===== config.mk =====
export PLATFORM = sky130hd
export DESIGN_NAME = thermal_plane_packer_flat
export DESIGN_NICKNAME = d
export VERILOG_FILES = /design/src/rtl/thermal_plane_packer_if.sv /design/src/rtl/thermal_plane_packer.sv /design/src/flat_wrapper.sv
export SDC_FILE = /design/constraint.sdc
export NUM_CORES = 1
export LEC_CHECK = 0
export CAP_MARGIN = 30
export CORE_ASPECT_RATIO = 1.2
export CORE_UTILIZATION = 35
export DETAILED_ROUTE_END_ITERATION = 10
export PLACE_DENSITY_LB_ADDON = 0.3
export SYNTH_ARGS = -nofsm -noshare
export SYNTH_HDL_FRONTEND = slang
export SYNTH_SLANG_ARGS = --single-unit

===== constraint.sdc =====
create_clock -name clk -period 2.7 [get_ports clk]
set_input_delay 0.405 -clock clk [delete_from_list [all_inputs] [get_ports clk]]
set_output_delay 0.405 -clock clk [all_outputs]
set_load 0.02 [all_outputs]

===== src/rtl/thermal_plane_packer_if.sv =====
// Pixel-in / plane-word-out bundle for the thermometer bit-plane packer.
// master = packer side, slave = encoder plus binary input buffer side.
interface thermal_plane_packer_if #(
    parameter int unsigned INPUT_WIDTH = 8,
    parameter int unsigned PACK_WIDTH  = 32,
    parameter int unsigned NUM_PIXELS  = 784
);
    localparam int unsigned WORDS_PER_PLANE = (NUM_PIXELS + PACK_WIDTH - 1) / PACK_WIDTH;
    localparam int unsigned PLANE_W = (INPUT_WIDTH > 1) ? $clog2(INPUT_WIDTH) : 1;
    localparam int unsigned WIDX_W  = (WORDS_PER_PLANE > 1) ? $clog2(WORDS_PER_PLANE) : 1;

    logic [INPUT_WIDTH-1:0] encoded_in;
    logic [INPUT_WIDTH-1:0] write_en_in;
    logic                   in_ready;
    logic [PACK_WIDTH-1:0]  out_data;
    logic [PLANE_W-1:0]     out_plane;
    logic [WIDX_W-1:0]      out_word_idx;
    logic                   out_valid;
    logic                   out_ready;
    logic                   out_last;

    modport master (
        input  encoded_in, write_en_in, out_ready,
        output in_ready, out_data, out_plane, out_word_idx, out_valid, out_last
    );

    modport slave (
        output encoded_in, write_en_in, out_ready,
        input  in_ready, out_data, out_plane, out_word_idx, out_valid, out_last
    );
endinterface


===== src/rtl/thermal_plane_packer.sv =====
// Transposes thermometer-coded pixels into bit-planes, packing PACK_WIDTH
// pixels per plane word and draining planes 0..INPUT_WIDTH-1 downstream.
module thermal_plane_packer #(
    parameter int unsigned INPUT_WIDTH = 8,
    parameter int unsigned PACK_WIDTH  = 32,
    parameter int unsigned NUM_PIXELS  = 784
) (
    input logic clk,
    input logic rst_n,
    thermal_plane_packer_if.master bus
);
    localparam int unsigned WORDS_PER_PLANE = (NUM_PIXELS + PACK_WIDTH - 1) / PACK_WIDTH;
    localparam int unsigned PLANE_W = (INPUT_WIDTH > 1) ? $clog2(INPUT_WIDTH) : 1;
    localparam int unsigned WIDX_W  = (WORDS_PER_PLANE > 1) ? $clog2(WORDS_PER_PLANE) : 1;
    localparam int unsigned SLOT_W  = (PACK_WIDTH > 1) ? $clog2(PACK_WIDTH) : 1;
    localparam int unsigned PIX_W   = (NUM_PIXELS > 1) ? $clog2(NUM_PIXELS) : 1;

    typedef enum logic {COLLECT, DRAIN} state_e;

    state_e                                  state_q, state_d;
    logic [INPUT_WIDTH-1:0][PACK_WIDTH-1:0]  coll_q, coll_d;
    logic [INPUT_WIDTH-1:0][PACK_WIDTH-1:0]  drain_q, drain_d;
    logic [SLOT_W-1:0]                       slot_q, slot_d;
    logic [PIX_W-1:0]                        pixel_q, pixel_d;
    logic [WIDX_W-1:0]                       word_q, word_d;
    logic [PLANE_W-1:0]                      plane_q, plane_d;
    logic                                    frame_last_q, frame_last_d;
    logic                                    in_ready_q, in_ready_d;
    logic                                    out_valid_q, out_valid_d;
    logic                                    out_last_q, out_last_d;

    logic                   accept_c;
    logic                   hs_c;
    logic [INPUT_WIDTH-1:0] pix_bits_c;
    logic [PACK_WIDTH-1:0]  slot_mask_c;

    assign accept_c   = in_ready_q & (|bus.write_en_in);
    assign hs_c       = out_valid_q & bus.out_ready;
    assign pix_bits_c = bus.encoded_in & bus.write_en_in;

    always_comb begin
        for (int k = 0; k < int'(PACK_WIDTH); k++) begin
            slot_mask_c[k] = (k <= int'(slot_q));
        end
    end

    // Next-state: collect pixels into plane slots, then drain one plane per handshake.
    always_comb begin
        state_d      = state_q;
        coll_d       = coll_q;
        drain_d      = drain_q;
        slot_d       = slot_q;
        pixel_d      = pixel_q;
        word_d       = word_q;
        plane_d      = plane_q;
        frame_last_d = frame_last_q;
        in_ready_d   = in_ready_q;
        out_valid_d  = out_valid_q;
        out_last_d   = out_last_q;

        unique case (state_q)
            COLLECT: begin
                if (accept_c) begin
                    for (int i = 0; i < int'(INPUT_WIDTH); i++) begin
                        coll_d[i][slot_q] = pix_bits_c[i];
                    end
                    slot_d  = slot_q + SLOT_W'(1);
                    pixel_d = pixel_q + PIX_W'(1);
                    if (slot_q == SLOT_W'(PACK_WIDTH - 1) || pixel_q == PIX_W'(NUM_PIXELS - 1)) begin
                        for (int i = 0; i < int'(INPUT_WIDTH); i++) begin
                            drain_d[i] = coll_d[i] & slot_mask_c;
                        end
                        coll_d       = '0;
                        frame_last_d = (pixel_q == PIX_W'(NUM_PIXELS - 1));
                        plane_d      = '0;
                        in_ready_d   = 1'b0;
                        out_valid_d  = 1'b1;
                        out_last_d   = frame_last_d && (INPUT_WIDTH == 1);
                        state_d      = DRAIN;
                    end
                end
            end
            DRAIN: begin
                if (hs_c) begin
                    // Plane 0 is always at the bottom; shift the next plane into view.
                    drain_d = drain_q >> PACK_WIDTH;
                    if (plane_q == PLANE_W'(INPUT_WIDTH - 1)) begin
                        plane_d     = '0;
                        slot_d      = '0;
                        coll_d      = '0;
                        in_ready_d  = 1'b1;
                        out_valid_d = 1'b0;
                        out_last_d  = 1'b0;
                        state_d     = COLLECT;
                        if (frame_last_q) begin
                            pixel_d = '0;
                            word_d  = '0;
                        end else begin
                            word_d  = word_q + WIDX_W'(1);
                        end
                    end else begin
                        plane_d    = plane_q + PLANE_W'(1);
                        out_last_d = frame_last_q &&
                                     ((plane_q + PLANE_W'(1)) == PLANE_W'(INPUT_WIDTH - 1));
                    end
                end
            end
            default: state_d = COLLECT;
        endcase
    end

    always_ff @(posedge clk or negedge rst_n) begin
        if (!rst_n) begin
            state_q      <= COLLECT;
            coll_q       <= '0;
            drain_q      <= '0;
            slot_q       <= '0;
            pixel_q      <= '0;
            word_q       <= '0;
            plane_q      <= '0;
            frame_last_q <= 1'b0;
            in_ready_q   <= 1'b1;
            out_valid_q  <= 1'b0;
            out_last_q   <= 1'b0;
        end else begin
            state_q      <= state_d;
            coll_q       <= coll_d;
            drain_q      <= drain_d;
            slot_q       <= slot_d;
            pixel_q      <= pixel_d;
            word_q       <= word_d;
            plane_q      <= plane_d;
            frame_last_q <= frame_last_d;
            in_ready_q   <= in_ready_d;
            out_valid_q  <= out_valid_d;
            out_last_q   <= out_last_d;
        end
    end

    assign bus.in_ready     = in_ready_q;
    assign bus.out_valid    = out_valid_q;
    assign bus.out_data     = drain_q[0];
    assign bus.out_plane    = plane_q;
    assign bus.out_word_idx = word_q;
    assign bus.out_last     = out_last_q;

endmodule


===== src/flat_wrapper.sv =====
// flat-port wrapper written by rule: the top's interface ports become plain ports
module thermal_plane_packer_flat 
#(
    parameter int unsigned INPUT_WIDTH = 8,
    parameter int unsigned PACK_WIDTH  = 32,
    parameter int unsigned NUM_PIXELS  = 784
)
  (clk, rst_n, bus_encoded_in, bus_write_en_in, bus_out_ready, bus_in_ready, bus_out_data, bus_out_plane, bus_out_word_idx, bus_out_valid, bus_out_last);
  thermal_plane_packer_if #(.INPUT_WIDTH(INPUT_WIDTH), .PACK_WIDTH(PACK_WIDTH), .NUM_PIXELS(NUM_PIXELS)) bus_i ();
  input logic clk;
  input logic rst_n;
  input wire logic [$bits(bus_i.encoded_in)-1:0] bus_encoded_in;
  input wire logic [$bits(bus_i.write_en_in)-1:0] bus_write_en_in;
  input wire logic [$bits(bus_i.out_ready)-1:0] bus_out_ready;
  output wire logic [$bits(bus_i.in_ready)-1:0] bus_in_ready;
  output wire logic [$bits(bus_i.out_data)-1:0] bus_out_data;
  output wire logic [$bits(bus_i.out_plane)-1:0] bus_out_plane;
  output wire logic [$bits(bus_i.out_word_idx)-1:0] bus_out_word_idx;
  output wire logic [$bits(bus_i.out_valid)-1:0] bus_out_valid;
  output wire logic [$bits(bus_i.out_last)-1:0] bus_out_last;
  assign bus_i.encoded_in = bus_encoded_in;
  assign bus_i.write_en_in = bus_write_en_in;
  assign bus_i.out_ready = bus_out_ready;
  assign bus_in_ready = bus_i.in_ready;
  assign bus_out_data = bus_i.out_data;
  assign bus_out_plane = bus_i.out_plane;
  assign bus_out_word_idx = bus_i.out_word_idx;
  assign bus_out_valid = bus_i.out_valid;
  assign bus_out_last = bus_i.out_last;
  thermal_plane_packer #(.INPUT_WIDTH(INPUT_WIDTH), .PACK_WIDTH(PACK_WIDTH), .NUM_PIXELS(NUM_PIXELS)) u_core (.clk(clk), .rst_n(rst_n), .bus(bus_i));
endmodule

==> results of run 1 <==
## layer usage
metal / track usage (%) / wire (µm)
met1: 28.1 / 35200
met2: 34.9 / 39000
met3: 2.95 / 4680
met4: 6.74 / 2430
met5: 0 / 0
## state kept, by name, indices dropped and copies added (netlist names), 3 cells and up
name,cells
u_core.bus.out_data,32
u_core.bus.out_plane,3
u_core.bus.out_word_idx,5
u_core.coll_q,256
u_core.drain_q,224
u_core.pixel_q,10
u_core.slot_q,5
## worst reg2reg max path, cell delays in order (launching register included)
cell	delay, ps
dfrtp_1	430
buf_4	180
ha_1	290
buf_12	200
a311oi_1	860
a222oi_1	210
buf_4	240
mux2i_1	120
## synth_stat cells, drive strengths merged (4+ instances only)
cell type    n
nor4         5
and2        11
o22ai       36
nor4bb       6
a222oi      26
mux2       232
a32o         5
a22o       239
o21ai      176
nand2b       4
a21oi       14
ha          10
a21o         5
nand4b       5
nand2      225
and4         6
nor3        12
o2bb2ai     14
and4b       12
a31oi        4
clkbuf     139
nor4b        5
dfrtp      539
o31ai        9
nor2        42
and3        12
inv         39
o211ai      27
and4bb       7
a21boi      26
nand3       41
mux2i      236
a221o        4
nand4        9
a22oi       12
buf        109
a31o         4
## path summary, 6_finish.rpt
kind	start	endpoint	slack [ps]	cells past startpoint
worst max-delay path	u_core.slot_q[1]	u_core.bus.out_data[22]	110	7
worst min-delay path	rst_n	u_core.bus.out_data[21]	310	2
worst max register to register	u_core.slot_q[1]	u_core.bus.out_data[22]	110	7
worst min register to register	u_core.drain_q[37]	u_core.drain_q[37]	490	1
max in group asynchronous	rst_n	u_core.state_q	1500	3
min in group clk	bus_encoded_in[1]	u_core.coll_q[63]	470	3
## through the flow
| step | setup TNS (ps) | hold WS [ps] | util, % | area (µm²) |
|---|---|---|---|---|
| 2_1_floorplan | -1140 | 109 | - | 26800 |
| 3_3_place_gp | -935 | 393 | 39.4 | 29700 |
| 3_5_place_dp | -857 | 391 | 39.4 | 29700 |
| 4_1_cts | 0 | 320 | 42.0 | 31700 |
| 5_1_grt | 0 | 353 | 42.1 | 31700 |
| 6_report | 0 | 308 | 42.1 | 31700 |
## cell families after synthesis
group | synth area share [%]
and+or+nand+nor | 7.77
AOI/OAI and AO/OA | 17.8
adders and majority gates | 0.467
DFF | 50.5
xor gates and xnor gates | 0.0654
muxes | 18.6
buffers and inverters | 4.84
## layout make-up
class                   count  area, µm²
fillers                  7083      43700
repair buffers            245       2690
clock inverters            28        392
clock buffers              73       1540
inverters                  39        146
flip-flops and latches    540      13500
well taps                1008       1260
multi-input cells        1524      12200
## power by group through the flow
stage / combinational, W / clock (W) / sequential [W]
final: 0.000426 / 0.00824 / 0.00809
after global routing: 0.000464 / 0.00871 / 0.00808
after CTS: 0.000438 / 0.00841 / 0.00809
after detailed placement: 0.000434 / 0 / 0.00824
after global placement: 0.000429 / 0 / 0.00824
after floorplan: 0.0000677 / 0 / 0.00824
## timing repair
| action | 4_1_cts | 5_1_grt |
|---|---|---|
| setup buffers | 0 | 4 |
| pin swaps | 0 | 1 |
| resized for setup | 2 | 5 |
| hold buffers | 1 | 0 |
| setup endpoints to repair | 7 | 54 |
| endpoints found under the hold margin | 38 | 0 |
==> metrics.md, run 1 <==
| Metric | Value |
|---|---|
| Max_cap viols | 0 |
| I/O Buffers | between 60 and 70 |
| Slew Limit Fails | 0 |
| Ys flop type | dfrtp_1 |
| Commonest non-fill, non-tap cell in the layout | dfrtp_1 |
| HP Class | primary input to async pin |
| Fin crit share | 95.9% |
| Netlist cell types | 73 |
| Max FO, Critical Path | 11 |
| Routed wire per std cell | between 20 and 25 µm |
| Setup WS post-layout | between 100 and 150 ps |
| Design Power | ~0.017 W |
| Die height | ~300 µm |
| Slew @ Worst Pin | 1040 ps |
| First-pass GRT wire length | between 100000 and 150000 µm |
| Fmax | about 0.39 GHz |
| Drc violations | 0 |
| Num CTS Buffers | 54 |
| Post-Place Worst Slack | -85.0 ps |
| Delay-heaviest family, CP | compound AO/OA/AOI/OAI gates |
| Post-Layout Cell Count | 3457 |
| Top cell type's share of synthesized area | slightly above 50% |
| Max Clock Skew | 15.9 ps |
| Number of flops mapped to enable cells by yosys | 0 |
| Type of destination of the critical path | flop |
| Slowest CP cell | a311oi_1 |
| Initial Util | between 30 and 40% |
| Initial antenna violation count | 1 |
| Minimum clock period | 2590 ps |
| Final ANT Viol Nets | 0 |
| CTS root buf | clkbuf_16 |
| Startpoint Class | flop |
| Congestion Overflow GR | 0 |
| Unrepaired setup endpoints after global routing | no |
| Clock sinks | between 500 and 600 |
| Gr usage total | between 20% and 30% |
| CTS HTree Levels | 2 |
| Crit Path Class | flop to flop |
| Crit-path cells | buf_4 -> ha_1 -> buf_12 -> a311oi_1 -> a222oi_1 -> buf_4 -> mux2i_1 |
| Crit path arrival time | between 3000 and 4000 ps |
| Area growth syn-to-layout | 18.5% |
| Pre-antenna DRT Iters | 10 |
| CP most frequent cell | buf_4 |
| IO Count | between 60 and 70 |
| Avg Cell Area, Syn | roughly 11 µm² |
| # nets final | between 2000 and 2500 |
| Mapped Area | between 20000 and 30000 µm² |
| Antenna cells | 0 |
| Vias in the first global route | a little over 20000 |
| Placed insts | between 3000 and 4000 |
| Total of warnings raised by yosys | 0 |
| Status | complete, no violations |
| Post-Syn Instances | ~2400 |
| Sequential cell area fraction in the yosys report | between 50% and 60% |
| Die width | between 200 and 300 µm |
| Syn Nets | 2380 |
| Gpl congestion | roughly 0.83 |
| WL final | 81300 µm |
| Die area | roughly 78000 µm² |
| Slowest stage delay, CP | 850 ps |
| Commonest cells after routing, fill and taps aside | 535 x dfrtp_1, 239 x a22o_1, 236 x mux2i_1, 225 x nand2_1, 202 x mux2_2 |
| Row Count | 110 |
| Fin. Hold Viols | 0 |
| PD cells | roughly 530 nW/µm² |
| Buffers & Inverters on Critical Path | 3 |
| Share of layout cells above drive strength 1 | 22.8% |
| Combinational Power Share | under 10% |
| Sequential share of power | between 40% and 50% |
| NetSw | 0.00370 W |
| Hpwl dp | 47700 µm |
| Clk slew on worst S/H paths | around 60 ps |
| Cell internal pwr | around 0.013 W |
| Initial DRC count | about 1600 |
| Routed vias | roughly 20000 |
| Core area | about 75000 µm² |
| Post-synth ARST share | 100% |
| Slew margin rel. | 30.5% |
| Final setup fails | 0 |
| Clock share of power | between 40% and 50% |
| Leakage | 13.5 nW |
| Largest net degree at the start of global routing | around 110 |
| Largest cells by area after synthesis | dfrtp_1 50%, mux2i_1 8.8%, mux2_2 8.5% |
| Vias per cell | ~5.8 |
| Worst vdd ir | ~360 µV |
| Clk Latency, worst-skew pair | 630 ps |
| Leading area contributor after synthesis | dfrtp_1 |
| Clock Tree Buf Depth | 3 |
| CTS tree | done |
| Switching portion of total power | between 20% and 30% |
| Worst endpoint required time | between 3000 and 4000 ps |
| Seq cells post-synth | 540 |
Note: power is estimated with default switching activity, not from simulation.
==> inputs of run 2 (changes only) <==
- clock period: 2.7 -> 3.4 ns (I/O delays scaled with it)
==> run 2 against run 1 <==
Design area decreased by 3.0%. Combinational power decreased by 25%. Clock power decreased by 23%. Sequential share of layout area increased by 1.3 points. First-iteration DRC count decreased by 0.76%. Total power decreased by 22%.
==> metrics.md, run 2 (synthesis gave the netlist of run 1 again) <==
| Metric | Value |
|---|---|
| Status | complete, no violations |
| Max_cap viols | 0 |
| Slew Limit Fails | 0 |
| Commonest cells after routing, fill and taps aside | 535 x dfrtp_1, 239 x a22o_1, 236 x mux2i_1, 225 x nand2_1, 202 x mux2_2 |
| Slowest CP cell | o22ai_1 |
| Cell area after placement | around 29000 µm² |
| I/O Buffers | 61 |
| CTS HTree Levels | 2 |
| Share of layout cells above drive strength 1 | roughly a fifth |
| # nets final | 2368 |
| Startpoint Class | flop |
| Worst vdd ir | ~300 µV |
| Max Clock Skew | 18.5 ps |
| Final ANT Viol Nets | 0 |
| Unrepaired setup endpoints after global routing | no |
| Fin. Hold Viols | 0 |
| Routed vias | 19700 |
| Initial antenna violation count | 0 |
| First-pass GRT wire length | ~120000 µm |
| Clk slew on worst S/H paths | 70 ps |
| HP Class | flop to flop |
| Type of destination of the critical path | flop |
| PostCTS Resize Cnt | 0 |
| CTS root buf | clkbuf_16 |
| Gpl congestion | between 0.8 and 0.9 |
| WL final | roughly 79000 µm |
| Fmax | 0.327 GHz |
| Crit Path Class | flop to flop |
| Die area | a little under 80000 µm² |
| Slowest stage delay, CP | a little over 500 ps |
| Slew margin rel. | around 44% |
| Core area | 75400 µm² |
| Largest Register | u_core.coll_q |
| Die height | approximately 310 µm |
| Minimum clock period | about 3100 ps |
| Die width | about 250 µm |
| Post-route cell area | around 31000 µm² |
| Crit-path cells | ha_1 -> and3_1 -> ha_1 -> or2_2 -> a31o_2 -> buf_4 -> o22ai_1 -> a22o_1 |
| Clk Latency, worst-skew pair | ~620 ps |
| Initial Util | between 30% and 40% |
| Drc violations | 0 |
| Design Power | between 0.01 and 0.015 W |
| Initial DRC count | 1560 |
| Area growth syn-to-layout | 15.0% |
| Clock Tree Buf Depth | 3 |
| Hpwl dp | between 40000 and 50000 µm |
| Pre-antenna DRT Iters | 6 |
| Worst endpoint required time | 3950 ps |
| Crit path arrival time | around 3600 ps |
| Final setup TNS | 0 ps |
| CP most frequent cell | ha_1 |
| Num CTS Buffers | 54 |
| Vias per cell | 5.81 |
| Routed wire per std cell | 23.3 µm |
| Commonest non-fill, non-tap cell in the layout | dfrtp_1 |
| Max FO, Critical Path | 14 |
| PD cells | around 420 nW/µm² |
| Vias in the first global route | just over 20000 |
| Congestion Overflow GR | 0 |
| Post-Place Worst Slack | 288 ps |
| Gr usage total | 20.6% |
| Setup WS post-layout | between 300 and 400 ps |
| CTS tree | done |
| Slew @ Worst Pin | between 800 and 900 ps |
| Largest net degree at the start of global routing | about 140 |
| Row Count | 110 |
| Final setup fails | 0 |
| Clock sinks | 540 |
| Largest register FFs | about 260 |
| Leakage | 13.0 nW |
| Fin crit share | between 80% and 90% |
| IO Count | 62 |
-- run 2: timing repair --
action | in CTS | in global routing
setup buffers | 0 | 0
hold buffers | 1 | 0
hold endpoints to repair | 68 | 0
-- run 2: per-layer routing --
layer | track usage [%] | share of wire, % | wire length [µm] | vias to the layer above
li1 | - | - | - | 8659
met1 | 28.1 | 44 | 34700 | 10300
met2 | 33.4 | 48 | 37600 | 635
met3 | 3.19 | 6.0 | 4770 | 123
met4 | 6.12 | 2.6 | 2050 | 0
met5 | 0 | 0 | 0 | -
-- run 2: final timing paths --
check / depth (start not counted) / end / slack [ps] / startpoint
worst min-delay path: 1 / u_core.drain_q[125] / 490 / u_core.drain_q[125]
worst max-delay path: 8 / u_core.coll_q[26] / 340 / u_core.slot_q[0]
worst min register to register: 1 / u_core.drain_q[125] / 490 / u_core.drain_q[125]
worst max register to register: 8 / u_core.coll_q[26] / 340 / u_core.slot_q[0]
max in group asynchronous: 3 / u_core.state_q / 1820 / rst_n
min in group asynchronous: 2 / u_core.coll_q[55] / 510 / rst_n
-- run 2: stage by stage --
stage | instances | util (%) | hold slack [ps]
finish | 3391 | 40.8 | 486
CTS | 3390 | 40.8 | 489
detailed placement | 3290 | 38.3 | 475
global placement | 3288 | 38.3 | 468
global route | 3390 | 40.8 | 501
floorplan | 2351 | - | 214
-- run 2: worst max-delay path: cells and delay by family (launching register included) --
kind            cells  cell delay (ps)
fa+ha+maj           2              530
flops               1              490
simple gates        2              490
compound gates      3             1180
buf+inv             1              300
-- run 2: cell type report --
class                      instances  area [µm²]
timing repair buffer             180        1870
inverter                          39         146
fill                            7208       44600
antenna                            1        2.50
tap                             1008        1260
multi-input combinational       1524       12100
clock buffer                      79        1630
sequential                       540       13500
clock inverter                    20         239
-- run 2: power breakdown --
group	internal, W	switching [W]
Clock	0.00370	0.00264
Combinational	0.0000699	0.000250
Sequential	0.00642	0
Total	0.0102	0.00289
==> RTL edit 1, RTL diff (flow settings as in run 1) <==
Reset style: synchronous (`rst_n`), changed in one clocked block.
--- a/src/rtl/thermal_plane_packer.sv
+++ b/src/rtl/thermal_plane_packer.sv
@@ -109,7 +109,7 @@
         endcase
     end
 
-    always_ff @(posedge clk or negedge rst_n) begin
+    always_ff @(posedge clk) begin
         if (!rst_n) begin
             state_q      <= COLLECT;
             coll_q       <= '0;
Check against the original RTL: same outputs for any inputs over 4 cycles, from zero or initial values and one cycle with rst_n low; that may be too few to reach the edited logic, so the function may still have changed.
==> RTL edit 1 against run 1 <==
Cell count rose by 7.9%; sequential cell count did not move; setup slack improved by 0.067 ns; synthesized area fell by 9.6%; final area fell by 9.9%; critical path type unchanged; routed wire length fell by 5.5%.
Power is not compared: it rests on default switching activity, and its combinational part moved more than twofold at a synthesized area within 25%.
==> RTL edit 1: results (changes against run 1) <==
- In the synthesized netlist, the cells that appear most often are sky130_fd_sc_hd__dfxtp_1, sky130_fd_sc_hd__nand2_1, sky130_fd_sc_hd__nor2_1.
- The met1 track demand over resource came to 27.8% (-0.35 points).
- The non-clock buffering overhead in the final layout is 9.00% (+0.51 points).
- The detailed-router iteration count before antenna repair is 6 (-4).
- The number of CTS-inserted buffers is 55 (+1.9%).
- The weighted congestion reported at the end of routability-driven placement is 0.811 (-2.4%).
- The number of clock buffer instances in the layout is 78 (+6.8%).
- The adder and majority gate portion of the synthesized area is 0.517% (+0.049 points).
- The depth of the worst register-to-register path is 9 (+2).
- In the synthesized netlist the dominant register cell turns out to be sky130_fd_sc_hd__dfxtp_1.
- The area of the multi-input gates is 0.0121 sq mm (-0.94%).
- The upper clock frequency limit is 397 MHz (+2.6%).
- The via-per-instance ratio is 5.78 (-0.26%).
- The layout multi-input combinational cell count is 1927 (+26%).
- The post-synthesis sequential area ratio is 44.6% (-5.8 points).
- The run finished with clean final reports.
- The post-synthesis xor/xnor area fraction is 0.434% (+0.37 points).
- The area fraction in compound gates after synthesis came to 24.1% (+6.2 points).
- The pin count of the biggest net entering global routing was 132 (+19%).
- The post-cts sizing count is 1 (-1).
- The initial DRC count is 2065 (+31%).
- The critical path's largest stage delay was 0.40 ns (-0.45 ns).
- The share of cell area taken by muxes after synthesis is 8.47% (-10 points).
- The routed wire length came to 76800 um (-5.5%).
- The initial antenna violation count came to 0 (-1).
- The sequential cell area share came to 37.9% (-4.8 points).
- The total length of routed met3 wires came to 4280 um (-8.6%).
- The slowest stage of the critical path is the sky130_fd_sc_hd__dfxtp_1 cell.
- The first-pass GRT wire length is 120000 um (-5.1%).
- The number of ordinary and repair buffers in the finished layout is 240 (-2.0%).
- The pre-CTS worst setup slack is -0.0668 ns (+0.0182 ns).
- The met2 routed wirelength was 36600 um (-6.2%).
- The worst slew margin relative to its limit came to 35.1% (+4.5 points).
- The met3 layer usage reported by global route is 3.02% (+0.078 points).
- The worst hold slack is 0.169 ns (-0.139 ns).
- Sorting the synthesized cells by area gives the leading types as sky130_fd_sc_hd__dfxtp_1, sky130_fd_sc_hd__mux2i_1, sky130_fd_sc_hd__o22ai_1.
- The number of filler cells placed in the layout is 6615 (-6.6%).
- The clock distribution area overhead in the final layout is 6.76% (+0.66 points).
- The worst-case register-to-register setup slack came to 0.18 ns (+0.07 ns).
- The length of routed wiring on met1 is 33700 um (-4.1%).
- The data arrival time of the critical path is 3.05 ns (-0.08 ns).
- The unique cell type count in the Yosys netlist came to 72 (-1.4%).
- The aggregate global-route resource usage is 21.3% (+0.31 points).
- The number of global-route vias before repair is 20.8k (+0.84%).
- The share of async-settable or async-resettable flops after synthesis came to 0% (-100 points).
## RTL edit 1: power breakdown
group	switching, mW	total (mW)	internal, mW
clock network	3.30	8.21	4.91
logic	0.649	0.940	0.290
registers	0.0216	8.02	8.00
total	3.97	17.2	13.2
## RTL edit 1: metrics by stage
stage / TNS (ns) / cell area [sq um] / instances
after global placement: -0.915 / 26600 / 3627
after global routing: 0 / 28600 / 3729
final: 0 / 28600 / 3729
after detailed placement: -1.29 / 26600 / 3629
after floorplan: 0 / 24200 / 2790
after CTS: 0 / 28600 / 3728
## RTL edit 1: worst paths after layout
kind,startpoint,end
hold reg to reg,u_core.drain_q[230]$_SDFFE_PN0P_,u_core.drain_q[230]$_SDFFE_PN0P_
hold / removal,rst_n,u_core.coll_q[136]$_SDFFE_PN0P_
setup / recovery,u_core.pixel_q[0]$_SDFFE_PN0P_,u_core.drain_q[109]$_SDFFE_PN0P_
setup reg to reg,u_core.pixel_q[0]$_SDFFE_PN0P_,u_core.drain_q[109]$_SDFFE_PN0P_
==> RTL edit 2, RTL diff (flow settings as in run 1) <==
Without the edit above. `PACK_WIDTH` is set to 32 in 3 places; all go to 16.
--- a/src/rtl/thermal_plane_packer_if.sv
+++ b/src/rtl/thermal_plane_packer_if.sv
@@ -2,7 +2,7 @@
 // master = packer side, slave = encoder plus binary input buffer side.
 interface thermal_plane_packer_if #(
     parameter int unsigned INPUT_WIDTH = 8,
-    parameter int unsigned PACK_WIDTH  = 32,
+    parameter int unsigned PACK_WIDTH  = 16,
     parameter int unsigned NUM_PIXELS  = 784
 );
     localparam int unsigned WORDS_PER_PLANE = (NUM_PIXELS + PACK_WIDTH - 1) / PACK_WIDTH;
--- a/src/rtl/thermal_plane_packer.sv
+++ b/src/rtl/thermal_plane_packer.sv
@@ -2,7 +2,7 @@
 // pixels per plane word and draining planes 0..INPUT_WIDTH-1 downstream.
 module thermal_plane_packer #(
     parameter int unsigned INPUT_WIDTH = 8,
-    parameter int unsigned PACK_WIDTH  = 32,
+    parameter int unsigned PACK_WIDTH  = 16,
     parameter int unsigned NUM_PIXELS  = 784
 ) (
     input logic clk,
--- a/src/flat_wrapper.sv
+++ b/src/flat_wrapper.sv
@@ -2,7 +2,7 @@
 module thermal_plane_packer_flat 
 #(
     parameter int unsigned INPUT_WIDTH = 8,
-    parameter int unsigned PACK_WIDTH  = 32,
+    parameter int unsigned PACK_WIDTH  = 16,
     parameter int unsigned NUM_PIXELS  = 784
 )
   (clk, rst_n, bus_encoded_in, bus_write_en_in, bus_out_ready, bus_in_ready, bus_out_data, bus_out_plane, bus_out_word_idx, bus_out_valid, bus_out_last);
Ports: changed (resized bus_out_data and bus_out_word_idx); port bits go from 62 to 47. The function was not compared with the original's and may differ.
==> RTL edit 2 against run 1 <==
Sequential cell count shrank 264; setup slack worse by 0.026 ns; highest routed layer unchanged; critical path depth is 1 lower; critical endpoint is now u_core.coll_q[46]$_DFFE_PN0P_; routed wire length is 55% lower; maximum frequency down 1.0%; count of clock-buffer cells in the layout fell by 35; final area down 48%; synthesized area fell by 48%; die area decreased by 48%; core utilization is 0.056 points lower; total power is 12% lower.
==> RTL edit 2: results (changes against run 1) <==
- The first-pass GRT wire length is 58500 um (-54%).
- The standby leakage power is 7.17 nW (-47%).
- The detailed-router iteration count before antenna repair was 5 (-5).
- The final standard cell count with taps included and fillers excluded is 1808 (-48%).
- The post-cts sizing count is 0 (-2).
- The average instance area after synthesis is 11.3 sq um (-0.90%).
- The number of global-route vias before repair came to 10.1k (-51%).
- The half-perimeter wire length of the detailed placement result is 22200 um (-53%).
- By area the synthesized netlist is led by sky130_fd_sc_hd__dfrtp_1, sky130_fd_sc_hd__mux2_2, sky130_fd_sc_hd__mux2i_1.
- The maximum fanout along the worst path is 10 (-1).
- In the synthesized netlist, the cells that appear most often are sky130_fd_sc_hd__dfrtp_1, sky130_fd_sc_hd__nand2_1, sky130_fd_sc_hd__mux2_2.
- The deepest level of the CTS H-tree is 1 (-1).
- The cell sitting at the root of the clock tree is a sky130_fd_sc_hd__clkbuf_16.
- The via total after detailed routing is 9815 (-51%).
- The final net count came to 1289 (-47%).
- The initial DRC count is 566 (-64%).
- The routed wire length was 36200 um (-55%).
- The run finished with clean final reports.
- The unique cell type count in the Yosys netlist is 51 (-30%).
- The weighted congestion reported at the end of routability-driven placement is 0.801 (-3.6%).
- The initial antenna violation count is 0 (-1).
- The data arrival time of the critical path was 3.09 ns (-0.04 ns).
- The number of port buffers is 46 (-25%).
- The class of the tightest hold or removal check is input pin to async pin.
- The aggregate global-route resource usage came to 18.4% (-2.6 points).
- The number of CTS-inserted buffers is 28 (-48%).
- The pin count of the biggest net entering global routing came to 118 (+6.3%).
- The maximum ir drop on the vdd rail was 0.463 mV (+30%).
- The instance area after placement is 0.0154 sq mm (-48%).
- The clock network latency to the later pin of the worst-skew pair is 0.56 ns (-0.07 ns).
- The post-synthesis sequential area ratio is 49.6% (-0.88 points).
- The worst slew margin relative to its limit is 33.1% (+2.6 points).
- The pre-CTS worst setup slack is -0.0331 ns (+0.0519 ns).
- The proportion of layout cells with a drive suffix above 1 is 21.5% (-1.3 points).
- The setup clock skew after layout is 0.0234 ns (+0.00749 ns).
- The number of flip-flops under the largest register name is 120 (-53%).
RTL edit 2: cell count changes after synthesis, sizes merged, moves of 30 or more:
| cell | before | now |
|---|---|---|
| a22o | 239 | 115 |
| mux2i | 236 | 105 |
| mux2 | 232 | 136 |
| buf | 109 | 79 |
| nand2 | 225 | 137 |
| o22ai | 36 | 2 |
| clkbuf | 139 | 47 |
| o21ai | 176 | 119 |
| dfrtp | 539 | 275 |
RTL edit 2: layout make-up:
cell class	instances	area [sq um]	share of cell area [%]
flip-flops and latches	276	6910	42.1
multi-input cells	819	6380	38.9
repair buffers	123	1390	8.50
inverters	13	48.8	0.298
well taps	526	658	4.01
clock buffers	38	810	4.94
clock inverters	13	195	1.19
RTL edit 2: worst max-delay path, cell delays in order, from the launching register on:
cell and delay [ns]:
sky130_fd_sc_hd__dfrtp_1 0.41, sky130_fd_sc_hd__ha_1 0.25, sky130_fd_sc_hd__and3_1 0.25, sky130_fd_sc_hd__a31o_2 0.37
sky130_fd_sc_hd__nor4_4 0.87, sky130_fd_sc_hd__buf_12 0.24, sky130_fd_sc_hd__a22o_1 0.14
RTL edit 2: kinds of logic after synthesis:
| group | after synthesis | synth area share, % |
|---|---|---|
| compound gates | 321 | 17.1 |
| xor+xnor | 1 | 0.0629 |
| fa+ha+maj | 9 | 0.808 |
| buf+inv | 139 | 5.17 |
| flops | 276 | 49.6 |
| mux | 241 | 18.5 |
| simple gates | 247 | 8.74 |
RTL edit 2: path summary, 6_finish.rpt:
kind | startpoint | end | slack, ns | depth (start not counted)
max | u_core.pixel_q[0]$_DFFE_PN0P_ | u_core.coll_q[46]$_DFFE_PN0P_ | 0.09 | 6
min | rst_n | u_core.pixel_q[6]$_DFFE_PN0P_ | 0.39 | 2
max reg2reg | u_core.pixel_q[0]$_DFFE_PN0P_ | u_core.coll_q[46]$_DFFE_PN0P_ | 0.09 | 6
min reg2reg | u_core.coll_q[119]$_DFFE_PN0P_ | u_core.coll_q[119]$_DFFE_PN0P_ | 0.49 | 1
max in group asynchronous | rst_n | u_core.drain_q[116]$_DFFE_PN0P_ | 1.46 | 3
min in group clk | u_core.coll_q[119]$_DFFE_PN0P_ | u_core.coll_q[119]$_DFFE_PN0P_ | 0.49 | 1
RTL edit 2: per-layer routing:
metal | part of all wire [%] | global-route usage [%]
met5 | 0 | 0
met2 | 49 | 31.6
met1 | 45 | 24.4
met3 | 3.4 | 1.79
met4 | 2.7 | 6.06
RTL edit 2: report_power, final:
part           internal [mW]  switching, mW
clock network           2.57           1.67
registers               4.90          0.511
logic                   2.07           3.05
total                   9.54           5.23
